[src/rtl/pend_rr_encoder_pkg.sv]
// Shared types and helpers for the pending-request round-robin encoder.
package pend_enc_pkg;

    typedef enum logic {IDLE, OFFER} pe_state_t;

    localparam int PE_N_DEFAULT = 8;

    // Bit b of the constant v; used to build encoder columns at elaboration.
    function automatic logic idx_bit(input int unsigned v, input int unsigned b);
        return ((v >> b) & 1) != 0;
    endfunction

endpackage

[src/rtl/pend_rr_encoder_if.sv]
// Index offer channel: producer drives index/valid, consumer drives ready.
interface pend_rr_encoder_if import pend_enc_pkg::*; #(
    parameter int N = PE_N_DEFAULT
);
    localparam int IDX_W = $clog2(N);

    logic [IDX_W-1:0] idx_out;
    logic             idx_valid;
    logic             idx_ready;

    modport master (output idx_out, output idx_valid, input idx_ready);
    modport slave  (input idx_out, input idx_valid, output idx_ready);

endinterface

[src/rtl/pend_rr_encoder_rr_pick.sv]
// Combinational round-robin picker: first set bit of vec at or after ptr, wrapping.
module rr_pick import pend_enc_pkg::*; #(
    parameter int N = PE_N_DEFAULT,
    localparam int IDX_W = $clog2(N)
) (
    input  logic [N-1:0]     vec,
    input  logic [IDX_W-1:0] ptr,
    output logic             found,
    output logic [IDX_W-1:0] idx
);

    logic [2*N-1:0]   dbl_shift;
    logic [N-1:0]     rot;
    logic [N-1:0]     oh;
    logic [IDX_W-1:0] enc;

    // Rotating right by ptr puts the search start at bit 0.
    assign dbl_shift = {vec, vec} >> ptr;
    assign rot       = dbl_shift[N-1:0];
    assign oh        = rot & (~rot + N'(1));

    genvar gi, gb;
    generate
        for (gb = 0; gb < IDX_W; gb++) begin : g_enc
            logic [N-1:0] col;
            for (gi = 0; gi < N; gi++) begin : g_col
                assign col[gi] = oh[gi] & idx_bit(gi, gb);
            end
            assign enc[gb] = |col;
        end
    endgenerate

    assign found = |vec;
    assign idx   = enc + ptr;

endmodule

[src/rtl/pend_rr_encoder.sv]
// Captures request events into sticky pending bits and offers one enabled
// pending index at a time, round-robin, over a valid/ready channel.
module pend_rr_encoder import pend_enc_pkg::*; #(
    parameter int N    = PE_N_DEFAULT,
    parameter bit EDGE = 1'b1
) (
    input  logic              clk,
    input  logic              rst_n,
    input  logic [N-1:0]      req_in,
    input  logic [N-1:0]      mask,
    input  logic              clr_all,
    pend_rr_encoder_if.master idx_if,
    output logic [N-1:0]      pending,
    output logic              overflow
);

    localparam int IDX_W = $clog2(N);

    logic [N-1:0]     req_d_reg;
    logic             armed_reg;
    logic [N-1:0]     pending_reg, pending_next;
    logic             overflow_reg, overflow_next;
    logic [IDX_W-1:0] idx_reg, idx_next;
    logic             valid_reg, valid_next;
    logic [IDX_W-1:0] ptr_reg, ptr_next;
    pe_state_t        state_reg, state_next;

    logic [N-1:0]     evt;
    logic [N-1:0]     acc_mask;
    logic [N-1:0]     cand;
    logic             accept;
    logic             pick_found;
    logic [IDX_W-1:0] pick_idx;

    // Lines already high when reset releases are not treated as fresh edges.
    assign evt    = EDGE ? (req_in & ~req_d_reg & {N{armed_reg}}) : req_in;
    assign accept = valid_reg & idx_if.idx_ready;
    assign cand   = pending_reg & mask;

    genvar gi;
    generate
        for (gi = 0; gi < N; gi++) begin : g_acc
            assign acc_mask[gi] = accept && (idx_reg == IDX_W'(gi));
        end
    endgenerate

    rr_pick #(.N(N)) u_pick (
        .vec   (cand),
        .ptr   (ptr_reg),
        .found (pick_found),
        .idx   (pick_idx)
    );

    // An event on the bit being accepted this cycle re-arms it.
    always_comb begin
        pending_next  = clr_all ? '0 : ((pending_reg & ~acc_mask) | evt);
        overflow_next = EDGE && !clr_all && (|(evt & pending_reg & ~acc_mask));
    end

    always_comb begin
        state_next = state_reg;
        idx_next   = idx_reg;
        valid_next = valid_reg;
        ptr_next   = ptr_reg;
        case (state_reg)
            IDLE: begin
                // No new offer from bits that clr_all is wiping this cycle.
                if (!clr_all && pick_found) begin
                    idx_next   = pick_idx;
                    valid_next = 1'b1;
                    state_next = OFFER;
                end
            end
            OFFER: begin
                if (accept) begin
                    ptr_next = idx_reg + IDX_W'(1);
                end
                if (accept || clr_all) begin
                    valid_next = 1'b0;
                    state_next = IDLE;
                end
            end
            default: begin
                valid_next = 1'b0;
                state_next = IDLE;
            end
        endcase
    end

    always_ff @(posedge clk or negedge rst_n) begin
        if (!rst_n) begin
            req_d_reg    <= '0;
            armed_reg    <= 1'b0;
            pending_reg  <= '0;
            overflow_reg <= 1'b0;
            idx_reg      <= '0;
            valid_reg    <= 1'b0;
            ptr_reg      <= '0;
            state_reg    <= IDLE;
        end else begin
            req_d_reg    <= req_in;
            armed_reg    <= 1'b1;
            pending_reg  <= pending_next;
            overflow_reg <= overflow_next;
            idx_reg      <= idx_next;
            valid_reg    <= valid_next;
            ptr_reg      <= ptr_next;
            state_reg    <= state_next;
        end
    end

    assign idx_if.idx_out   = idx_reg;
    assign idx_if.idx_valid = valid_reg;
    assign pending          = pending_reg;
    assign overflow         = overflow_reg;

endmodule
[src/flat_wrapper.sv]
// flat-port wrapper written by rule: the top's interface ports become plain ports
module pend_rr_encoder_flat import pend_enc_pkg::*;
#(
    parameter int N    = PE_N_DEFAULT,
    parameter bit EDGE = 1'b1
)
  (clk, rst_n, req_in, mask, clr_all, pending, overflow, idx_if_idx_out, idx_if_idx_valid, idx_if_idx_ready);
  pend_rr_encoder_if #(.N(N)) idx_if_i ();
  input  logic clk;
  input  logic rst_n;
  input  logic [N-1:0] req_in;
  input  logic [N-1:0] mask;
  input  logic clr_all;
  output logic [N-1:0] pending;
  output logic overflow;
  output wire logic [$bits(idx_if_i.idx_out)-1:0] idx_if_idx_out;
  output wire logic [$bits(idx_if_i.idx_valid)-1:0] idx_if_idx_valid;
  input wire logic [$bits(idx_if_i.idx_ready)-1:0] idx_if_idx_ready;
  assign idx_if_idx_out = idx_if_i.idx_out;
  assign idx_if_idx_valid = idx_if_i.idx_valid;
  assign idx_if_i.idx_ready = idx_if_idx_ready;
  pend_rr_encoder #(.N(N), .EDGE(EDGE)) u_core (.clk(clk), .rst_n(rst_n), .req_in(req_in), .mask(mask), .clr_all(clr_all), .idx_if(idx_if_i), .pending(pending), .overflow(overflow));
endmodule
[config.mk]
export PLATFORM = sky130hd
export DESIGN_NAME = pend_rr_encoder_flat
export DESIGN_NICKNAME = d
export VERILOG_FILES = /design/src/rtl/pend_rr_encoder_pkg.sv /design/src/rtl/pend_rr_encoder_if.sv /design/src/rtl/pend_rr_encoder_rr_pick.sv /design/src/rtl/pend_rr_encoder.sv /design/src/flat_wrapper.sv
export SDC_FILE = /design/constraint.sdc
export NUM_CORES = 1
export LEC_CHECK = 0
export CORE_ASPECT_RATIO = 0.8
export CORE_UTILIZATION = 55
export DETAILED_ROUTE_END_ITERATION = 6
export HOLD_SLACK_MARGIN = 0.02
export PLACE_DENSITY = 0.83
export SYNTH_ARGS = -nofsm -noshare
export SYNTH_HDL_FRONTEND = slang
export SYNTH_HIERARCHICAL = 1
export SYNTH_SLANG_ARGS = --single-unit
[constraint.sdc]
create_clock -name clk -period 5.2 [get_ports clk]
set_input_delay 1.04 -clock clk [delete_from_list [all_inputs] [get_ports clk]]
set_output_delay 1.04 -clock clk [all_outputs]
set_load 0.03 [all_outputs]
== Word level (Yosys, flattened, before mapping) ==
Cells that the tools add are included.
Storage, ports and cells
  bits in registers: 26
  input bits: 20
  output and inout bits: 13
  logic and storage cells: 62
Operators by class
  add/sub/neg operators: 3
  eq/ne operators: 9
  shifts and indexed selects: 1
  muxes and demuxes: 7
  bitwise logic cells: 13
  reductions and logical operators: 21
Operators by type and width (count)
  8-bit AND: 7
  8-bit NOT: 3
  8-bit OR reduction: 2
  16-bit by 3-bit right shift with 8-bit output: 1
  3-bit equality test, second input constant: 4
  4-bit OR reduction: 3
  1-bit logical AND: 10
  8-bit by 1-bit adder with 8-bit output, second input constant: 1
  8-bit 2-to-1 mux: 1
  8-bit bitwise OR: 1
  3-bit by 2-bit equality test with 1-bit output, second input constant: 2
  2-bit AND reduction: 3
  1-bit 2-to-1 mux: 4
  1-bit case mux with 2 select lines: 2
  3-bit by 1-bit adder with 3-bit output, second input constant: 1
  3-bit adder: 1
  3-bit by 1-bit equality test with 1-bit output, second input constant: 1
  3-bit logical NOT: 1
  2-bit by 1-bit != test with 1-bit output, second input constant: 1
  2-bit != test, second input constant: 1
  1-bit AND: 1
  1-bit logical NOT: 1
  1-bit logical OR: 1
  1-bit NOT: 1

== Depth between registers and ports, before layout ==
Gate-level depths: netlist of run 1.
  word-level depth: 7
  depth in mapped cells: 14
  gate-level depth less buffers: 12

== Cells and area by module ==
The synthesis of run 1 kept the hierarchy.
By module, submodules not included
  pend_rr_encoder: instances 1, cells an instance 112, area an instance 1174.9 um2, sequential area each 650.6 um2
  rr_pick: instances 1, cells an instance 77, area an instance 665.6 um2, sequential area each 0.0 um2

== Least setup slack after synthesis of run 1 ==
Ideal clock, no wire load.
  kind: input -> register
  from: in mask[2]
  to: reg u_core.idx_reg[2] (netlist: u_core/idx_if.idx_out[2])
  library setup time: 122 ps
  arrival: 3211 ps
  data required time: 5078 ps
  path slack: 1866 ps
  stages: 12
  path buffers: 1
  cells stage by stage: and2_1 -> clkbuf_2 -> mux4_2 -> a21o_1 -> a32oi_1 -> o311ai_1 -> ha_1 -> fa_1 -> xnor2_1 -> xnor2_1 -> nand2_1 -> o21ai_1
Between the ends
  longest elaborated chain between the ends: 7
  elaborated cells on any way between the ends: 12
  those cells by class: add/sub (2); shift (1); bitwise (3); reduce/logical (6)
RTL lines
  start, declared: line flat_wrapper.sv:12  | input logic [N-1:0] mask;
  8-bit AND (*): line pend_rr_encoder.sv:38  | assign cand = pending_reg & mask;
  16-bit by 3-bit right shift with 8-bit output (*): line pend_rr_encoder_rr_pick.sv:18  | assign dbl_shift = {vec, vec} >> ptr;
  8-bit NOT: line pend_rr_encoder_rr_pick.sv:20  | assign oh = rot & (~rot + N'(1));
  8-bit by 1-bit adder with 8-bit output: line pend_rr_encoder_rr_pick.sv:20
  8-bit AND (*): line pend_rr_encoder_rr_pick.sv:20
  4-bit OR reduction: line pend_rr_encoder_rr_pick.sv:29  | assign enc[gb] = |col;
  3-bit adder (*): line pend_rr_encoder_rr_pick.sv:34  | assign idx = enc + ptr;
  net u_core.pick_idx[2]: line pend_rr_encoder.sv:33  | logic [IDX_W-1:0] pick_idx;
  end signal, assigned: line pend_rr_encoder.sv:105  | idx_reg <= idx_next;
  end, declared: line pend_rr_encoder.sv:23  | logic [IDX_W-1:0] idx_reg, idx_next;
The timed path passes the listed nets; every way through them passes the cells marked *.
A chain may end at the register's enable or synchronous reset.

== Worst setup path in the final report of run 1 ==
  from: in mask[1]
  to: reg u_core.idx_reg[2] (netlist: u_core/idx_if.idx_out[2])
Between the ends
  longest elaborated chain between the ends: 7
  elaborated cells on any way between the ends: 12
  those cells by class: add/sub (2); shift (1); bitwise (3); reduce/logical (6)
RTL lines
  8-bit AND (*): line pend_rr_encoder.sv:38
  net u_core.cand[1]: line pend_rr_encoder.sv:30  | logic [N-1:0] cand;
  16-bit by 3-bit right shift with 8-bit output (*): line pend_rr_encoder_rr_pick.sv:18
  8-bit NOT: line pend_rr_encoder_rr_pick.sv:20
  8-bit by 1-bit adder with 8-bit output: line pend_rr_encoder_rr_pick.sv:20
  8-bit AND (*): line pend_rr_encoder_rr_pick.sv:20
  4-bit OR reduction: line pend_rr_encoder_rr_pick.sv:29
  3-bit adder (*): line pend_rr_encoder_rr_pick.sv:34
  net u_core.pick_idx[2]: line pend_rr_encoder.sv:33
Marked as above.

==> results of run 1 <==
==> power groups by stage <==
stage | Combinational [mW] | Clock [mW] | Sequential [mW]
after global routing | 0.413 | 0.176 | 0.346
after global placement | 0.369 | 0 | 0.334
after detailed placement | 0.371 | 0 | 0.339
after CTS | 0.376 | 0.171 | 0.335
after floorplan | 0.322 | 0 | 0.307
final | 0.378 | 0.165 | 0.335
==> cell usage after synthesis (all sizes together), types with 2 or more instances <==
cell type | number | area [um^2]
a211o | 2 | 17.5
a211oi | 2 | 20.0
a21o | 2 | 15.0
a21oi | 9 | 45.0
a22oi | 4 | 35.0
a32oi | 4 | 42.6
and2 | 9 | 56.3
and3 | 2 | 12.5
buf | 8 | 73.8
clkbuf | 3 | 12.5
dfrtp | 26 | 651
ha | 7 | 87.6
inv | 9 | 33.8
mux2 | 5 | 56.3
mux2i | 7 | 70.1
mux4 | 4 | 90.1
nand2 | 14 | 52.6
nand2b | 6 | 37.5
nand3 | 4 | 20.0
nand3b | 4 | 30.0
nand4 | 2 | 12.5
nand4b | 2 | 17.5
nor2 | 12 | 45.0
nor2b | 8 | 50.1
nor4 | 2 | 12.5
o21ai | 10 | 50.0
o221ai | 3 | 26.3
o22ai | 2 | 12.5
xnor2 | 2 | 17.5
==> cells by family after synthesis <==
kind of cell	share of synthesized area
compound gates	0.194
xor+xnor	0.00952
fa+ha+maj	0.0585
buf+inv	0.0673
flops	0.353
mux	0.118
other cells	0.00204
simple gates	0.197
==> layer usage <==
| layer | vias up | global-route usage |
|---|---|---|
| li1 | 740 | - |
| met1 | 758 | 0.374 |
| met2 | 50 | 0.444 |
| met3 | 4 | 0.0403 |
| met4 | 0 | 0.0567 |
| met5 | - | 0 |
==> final cells by class <==
| class | count | area [um^2] | area share |
|---|---|---|---|
| Clock buffer | 3 | 41.3 | 0.0188 |
| Clock inverter | 1 | 30.0 | 0.0137 |
| Inverter | 10 | 37.5 | 0.0171 |
| Multi-Input combinational cell | 142 | 1070 | 0.485 |
| Sequential cell | 26 | 651 | 0.296 |
| Tap cell | 40 | 50.0 | 0.0228 |
| Timing Repair Buffer | 32 | 320 | 0.146 |
==> worst max path at each step <==
stage | end | cells after the start
floorplan | u_core/idx_if.idx_out[2] | 12
global placement | u_core/idx_if.idx_out[2] | 12
detailed placement | u_core/idx_if.idx_out[2] | 12
CTS | u_core/idx_if.idx_out[2] | 12
global route | u_core/idx_if.idx_out[2] | 12
finish | u_core/idx_if.idx_out[2] | 13
==> metrics by stage <==
step,instance area (um^2),worst slack (ns),utilization,total power [mW]
after floorplan,1840,1.87,-,0.629
after global placement,2120,1.38,0.679,0.703
after detailed placement,2120,1.31,0.679,0.710
after CTS,2200,1.62,0.701,0.882
after global routing,2200,1.49,0.701,0.935
final,2200,1.62,0.701,0.877
==> results by group, run 1 <==
GRT
  – Initial antenna violation count: 0
  – All-Layer GR Usage: 0.268
  – GRT overflow: 0
  – First-pass GRT wire length: 6980 um
  – Vias in the first global route: 1440
  – Largest net degree at the start of global routing: 30

Timing
  – Worst Hold Slack: 0.549 ns
  – Slew headroom: 0.232
  – Crit share post-route: 0.689
  – Final setup violation count: 0
  – Worst Tran Pin Value: 1.15 ns
  – RSZ-0062 raised after global routing: no
  – Fin Setup TNS: 0 ns
  – Clock Skews: 0.00252 ns
  – Hold Fails Final Rpt: 0
  – Fin. max-slew vios: 0
  – Max Clk Rate: 279 MHz
  – Min Tclk post-route: 3.58 ns

Floorplan
  – Cell row count: 18
  – I/O Pins: 33
  – Die Span Y: 53.7 um
  – Core box area: 3130 um^2
  – Initial core utilization: 0.588
  – Die Area: 3580 um^2
  – Die W: 66.7 um

Critical path
  – Sequence of cells on the critical path: clkdlybuf4s50_1 -> and2_1 -> mux4_2 -> clkinv_1 -> a21o_1 -> a32oi_1 -> o311ai_1 -> ha_1 -> fa_1 -> xnor2_1 -> xnor2_1 -> nand2_1 -> o21ai_1
  – CP Capture Type: flop
  – Most common cell on crit path: xnor2_1
  – Crit path buffers/inverters: 2
  – Worst Path Arrival: 3.74 ns
  – Setup crit start: mask[1]
  – CP delay by family, top: adder cells
  – Reg2reg end: u_core/idx_if.idx_out[2]
  – CP max-delay cell: clkdlybuf4s50_1
  – Critical Setup Path Class: primary input to flop
  – Reg2reg path depth: 10
  – Worst Path Required: 5.36 ns
  – Worst setup SP type: primary input
  – Biggest fanout along the worst timing path: 9
  – CP max stage delay: 0.46 ns
  – Reg2reg start: u_core/ptr_reg[1]
  – R2R setup slack: 1.85 ns

Flow run
  – Maxcap violations: 0

Routing
  – Metal2 WL: 2160 um
  – Met3 WL: 226 um
  – ANT nets after route: 0
  – Vias per cell: 6.11
  – Via total after detailed routing: 1552
  – Drt total wl: 4470 um
  – Per-cell routed wire length: 17.6 um
  – DR top layer: met4
  – Met1 WL: 2040 um
  – Iter 0 DRT Violations: 106
  – # DRC: 0
  – Drt pass-1 iters: 4

Hold path
  – Worst min path class: flop to flop
  – Worst Hold End: u_core/ptr_reg[0]
  – Worst Hold Path Cells: 1
  – Hold Path Origin: u_core/idx_if.idx_out[0]

Finish
  – Layout cell share with drive strength beyond 1: 0.0841
  – Layout Cells excl Fill: 254
  – Fin nets: 243
  – Fill cells: 245
  – Area Growth Syn to Fin: 19.3%
  – Most common cell after layout, fill and taps aside: clkdlybuf4s50_1
  – Commonest non-fill, non-tap cells in the layout: 32 x clkdlybuf4s50_1, 26 x dfrtp_1, 14 x nand2_1
  – Diodes inserted: 0

Place
  – Number of instances in the placed design: 250
  – Input/output buffers: 32
  – Final GP Congestion: 0.906
  – DP HPWL: 3290 um

Synthesis
  – Yosys warnings: 6
  – Synthesized area per cell: 9.74 um^2
  – Syn Nets: 217
  – FFs w/ async S/R, synth: 1.00
  – Synth Flop Type: dfrtp_1
  – Syn Std Cell Area: 1840 um^2
  – Sequential fraction of the synthesis area: 0.354
  – Number of synthesized flops with an enable pin: 0
  – Post-synthesis register bit count: 26
  – Synth unique cells: 53
  – Cell count after synthesis: 189

CTS
  – Clock-pin slew on the worst setup and hold paths: 0.09 ns
  – Num CTS Buffers: 3
  – Clock root buffer: clkbuf_8
  – CTS tree: done
  – Hold buffers post-CTS: 0
  – # Post-CTS Setup Buffers: 0
  – Sink Count: 26
  – Cells resized by post-CTS repair: 0
  – Clk Latency, worst-skew pair: 0.27 ns
  – Max Root-Sink Buffers: 2
  – Htree depth: 1

Power and ir drop
  – Leakage: 0.880 nW
  – Max IR drop VDD: 0.422 mV
  – PD cells: 400 nW/um^2
  – Gate power share: 0.430
  – Int Pwr: 527 uW
  – Net Switching: 350 uW
  – Clk network pwr share: 0.188
  – Net Sw Frac: 0.399
  – Register share of total power: 0.382

Run status
  – Status: complete, no violations
Power figures use the tool's default switching activity.
==> run 2, diff against run 1 <==
Settings changed: CORE_UTILIZATION 55 to 53, PLACE_DENSITY 0.83 to 0.8.
Clock period 5.2 ns to 3.4 ns, I/O delays scaled along.
==> run 2 against run 1 <==
Critical path depth is the same. Non-clock buffer count up 17. Combinational power increased by 76%. Via count rose by 5.1%. Clock skew fell by 0.00067 ns. Critical path type unchanged. Worst setup slack worse by 1.5 ns. Register-to-register slack worse by 1.5 ns. Utilization is 2.7 points higher. Highest routed layer unchanged. Sequential power is 47% higher. Die area is 3.7% higher. Clock power up 18%. Design area is 6.1% higher. Critical endpoint unchanged. Largest cell class unchanged.
==> results by group, run 2 (synthesis results as in run 1) <==
CTS
  – Clk Latency, worst-skew pair: 0.26 ns (about the same)
  – Htree depth: 1 (unchanged)
  – Hold buffers post-CTS: 0 (unchanged)
  – CTS tree: done
  – Sink Count: 26 (unchanged)
  – Max Root-Sink Buffers: 2 (unchanged)
  – Clock-pin slew on the worst setup and hold paths: 0.08 ns (about the same)
  – Num CTS Buffers: 3 (unchanged)
  – Clock root buffer: clkbuf_8

Routing
  – Drt pass-1 iters: 4 (unchanged)
  – Drt total wl: 4580 um (+2.6%)
  – # DRC: 0 (unchanged)
  – Per-cell routed wire length: 16.9 um (-3.8%)
  – ANT nets after route: 0 (unchanged)
  – Via total after detailed routing: 1631 (+5.1%)
  – Vias per cell: 6.02 (-1.5%)
  – Iter 0 DRT Violations: 144 (+36%)

Place
  – Dpl ws: -0.0615 ns (-1.37 ns)
  – Number of instances in the placed design: 267 (+6.8%)
  – Input/output buffers: 32 (unchanged)
  – Final GP Congestion: 0.951 (+5.0%)
  – Placed Area: 2250 um^2 (+6.0%)
  – DP HPWL: 3520 um (+6.8%)

Critical path
  – CP delay by family, top: compound AO/OA/AOI/OAI gates
  – CP max stage delay: 0.47 ns (about the same)
  – Reg2reg start: u_core/ptr_reg[2]
  – Biggest fanout along the worst timing path: 8 (-1)
  – Worst Path Arrival: 3.42 ns (-0.32 ns)
  – Worst Path Required: 3.55 ns (-1.81 ns)
  – Reg2reg path depth: 10 (unchanged)
  – Critical Setup Path Class: primary input to flop
  – Crit path buffers/inverters: 2 (unchanged)
  – CP Capture Type: flop
  – CP max-delay cell: clkdlybuf4s50_1
  – Sequence of cells on the critical path: clkdlybuf4s50_1 -> and2_1 -> buf_4 -> nand4bb_1 -> o221ai_1 -> a32oi_2 -> o311ai_2 -> ha_1 -> fa_1 -> xnor2_2 -> xnor2_1 -> nand2_1 -> o21ai_1
  – Worst setup SP type: primary input
  – Reg2reg end: u_core/idx_if.idx_out[2]
  – R2R setup slack: 0.31 ns (-1.54 ns)

Finish
  – Fin nets: 260 (+7.0%)
  – Diodes inserted: 0 (unchanged)
  – Layout cell share with drive strength beyond 1: 0.165 (+0.0804)
  – Final instance area: 2330 um^2 (+6.1%)
  – Commonest non-fill, non-tap cells in the layout: 32 x clkdlybuf4s50_1, 26 x dfrtp_1, 17 x buf_4
  – Util after Layout: 0.728 (+0.0270)
  – Layout Cells excl Fill: 271 (+6.7%)
  – Fill cells: 239 (-2.4%)
  – Area of the multi-input gates: 1090 um^2 (+2.1%)
  – Most common cell after layout, fill and taps aside: clkdlybuf4s50_1
  – Area Growth Syn to Fin: 26.6%
  – Register area: 651 um^2 (unchanged)

GRT
  – Largest net degree at the start of global routing: 19 (-37%)
  – Initial antenna violation count: 0 (unchanged)
  – Vias in the first global route: 1554 (+7.9%)
  – All-Layer GR Usage: 0.283 (+0.0152)
  – First-pass GRT wire length: 7470 um (+7.1%)
  – GRT overflow: 0 (unchanged)

Timing
  – Clock Skews: 0.00185 ns (-0.000670 ns)
  – Worst Hold Slack: 0.537 ns (-0.0119 ns)
  – Worst Tran Pin Value: 0.693 ns (-0.456 ns)
  – Fin. max-slew vios: 0 (unchanged)
  – Setup ws final: 0.131 ns (-1.49 ns)
  – Hold Fails Final Rpt: 0 (unchanged)
  – RSZ-0062 raised after global routing: no
  – Final setup violation count: 0 (unchanged)
  – Slew headroom: 0.538 (+0.307)
  – Min Tclk post-route: 3.27 ns
  – Crit share post-route: 0.962
  – Fin Setup TNS: 0 ns (unchanged)
  – Max Clk Rate: 306 MHz

Floorplan
  – Die Area: 3710 um^2 (+3.7%)
  – Die Span Y: 54.7 um (+1.8%)
  – Initial core utilization: 0.576 (-0.0124)
  – Core box area: 3200 um^2 (+2.2%)
  – I/O Pins: 33 (unchanged)
  – Cell row count: 18 (unchanged)
  – Die W: 67.9 um (+1.8%)

Hold path
  – Worst min path class: flop to flop
  – Worst Hold End: u_core/pending[6]
  – Worst Hold Path Cells: 2 (+1)
  – Hold Path Origin: u_core/req_d_reg[6]

Flow run
  – Maxcap violations: 0 (unchanged)

Power and ir drop
  – Max IR drop VDD: 0.576 mV (+36%)
  – Leakage: 0.969 nW (+10%)
  – Total power: 1.35 mW (+54%)
  – PD cells: 580 nW/um^2 (+45%)

Run status
  – Status: complete, no violations
==> run 2: worst reg2reg max path: stages, from the launching register on <==
cell and delay [ns]:
dfrtp_1 0.80, mux4_2 0.62, a21o_1 0.18, a32oi_2 0.23, o311ai_2 0.11, ha_1 0.21
fa_1 0.40, xnor2_2 0.16, xnor2_1 0.15, nand2_1 0.06, o21ai_1 0.07
==> run 2: repair_timing <==
action                                  in CTS  in global routing
endpoints found under the hold margin        0                  0
resized for setup                            0                  3
setup buffers                                0                  0
endpoints found under the setup margin       0                  1
==> run 2: per-layer routing <==
layer,share of wire,wire (um),global-route usage
met2,0.44,2040,0.447
met5,0,0,0
met3,0.098,449,0.0667
met1,0.45,2050,0.394
met4,0.0092,42,0.0660
==> run 2: worst max-delay path by stage <==
| stage | start | endpoint | slack, ns | cells past startpoint |
|---|---|---|---|---|
| 5_1_grt | mask[2] | u_core/idx_if.idx_out[2] | 0.01 | 13 |
| 6_report | mask[2] | u_core/idx_if.idx_out[2] | 0.13 | 13 |
| 3_5_place_dp | mask[4] | u_core/idx_if.idx_out[2] | -0.06 | 12 |
| 4_1_cts | mask[4] | u_core/idx_if.idx_out[2] | 0.20 | 13 |
| 3_3_place_gp | mask[2] | u_core/idx_if.idx_out[2] | 0.0002 | 12 |
| 2_1_floorplan | mask[2] | u_core/idx_if.idx_out[2] | 0.43 | 12 |
==> run 2: area by class of cell <==
class	instances	share of cell area
Clock buffer	4	0.0236
Inverter	10	0.0161
Multi-Input combinational cell	142	0.467
Sequential cell	26	0.279
Tap cell	40	0.0215
Timing Repair Buffer	49	0.192
==> run 2: power by group <==
part / internal, mW / leakage, nW / total [mW] / switching, mW
Sequential: 0.358 / 0.326 / 0.491 / 0.133
Clock: 0.103 / 0.0288 / 0.194 / 0.0909
Combinational: 0.331 / 0.614 / 0.667 / 0.336
Total: 0.792 / 0.969 / 1.35 / 0.559
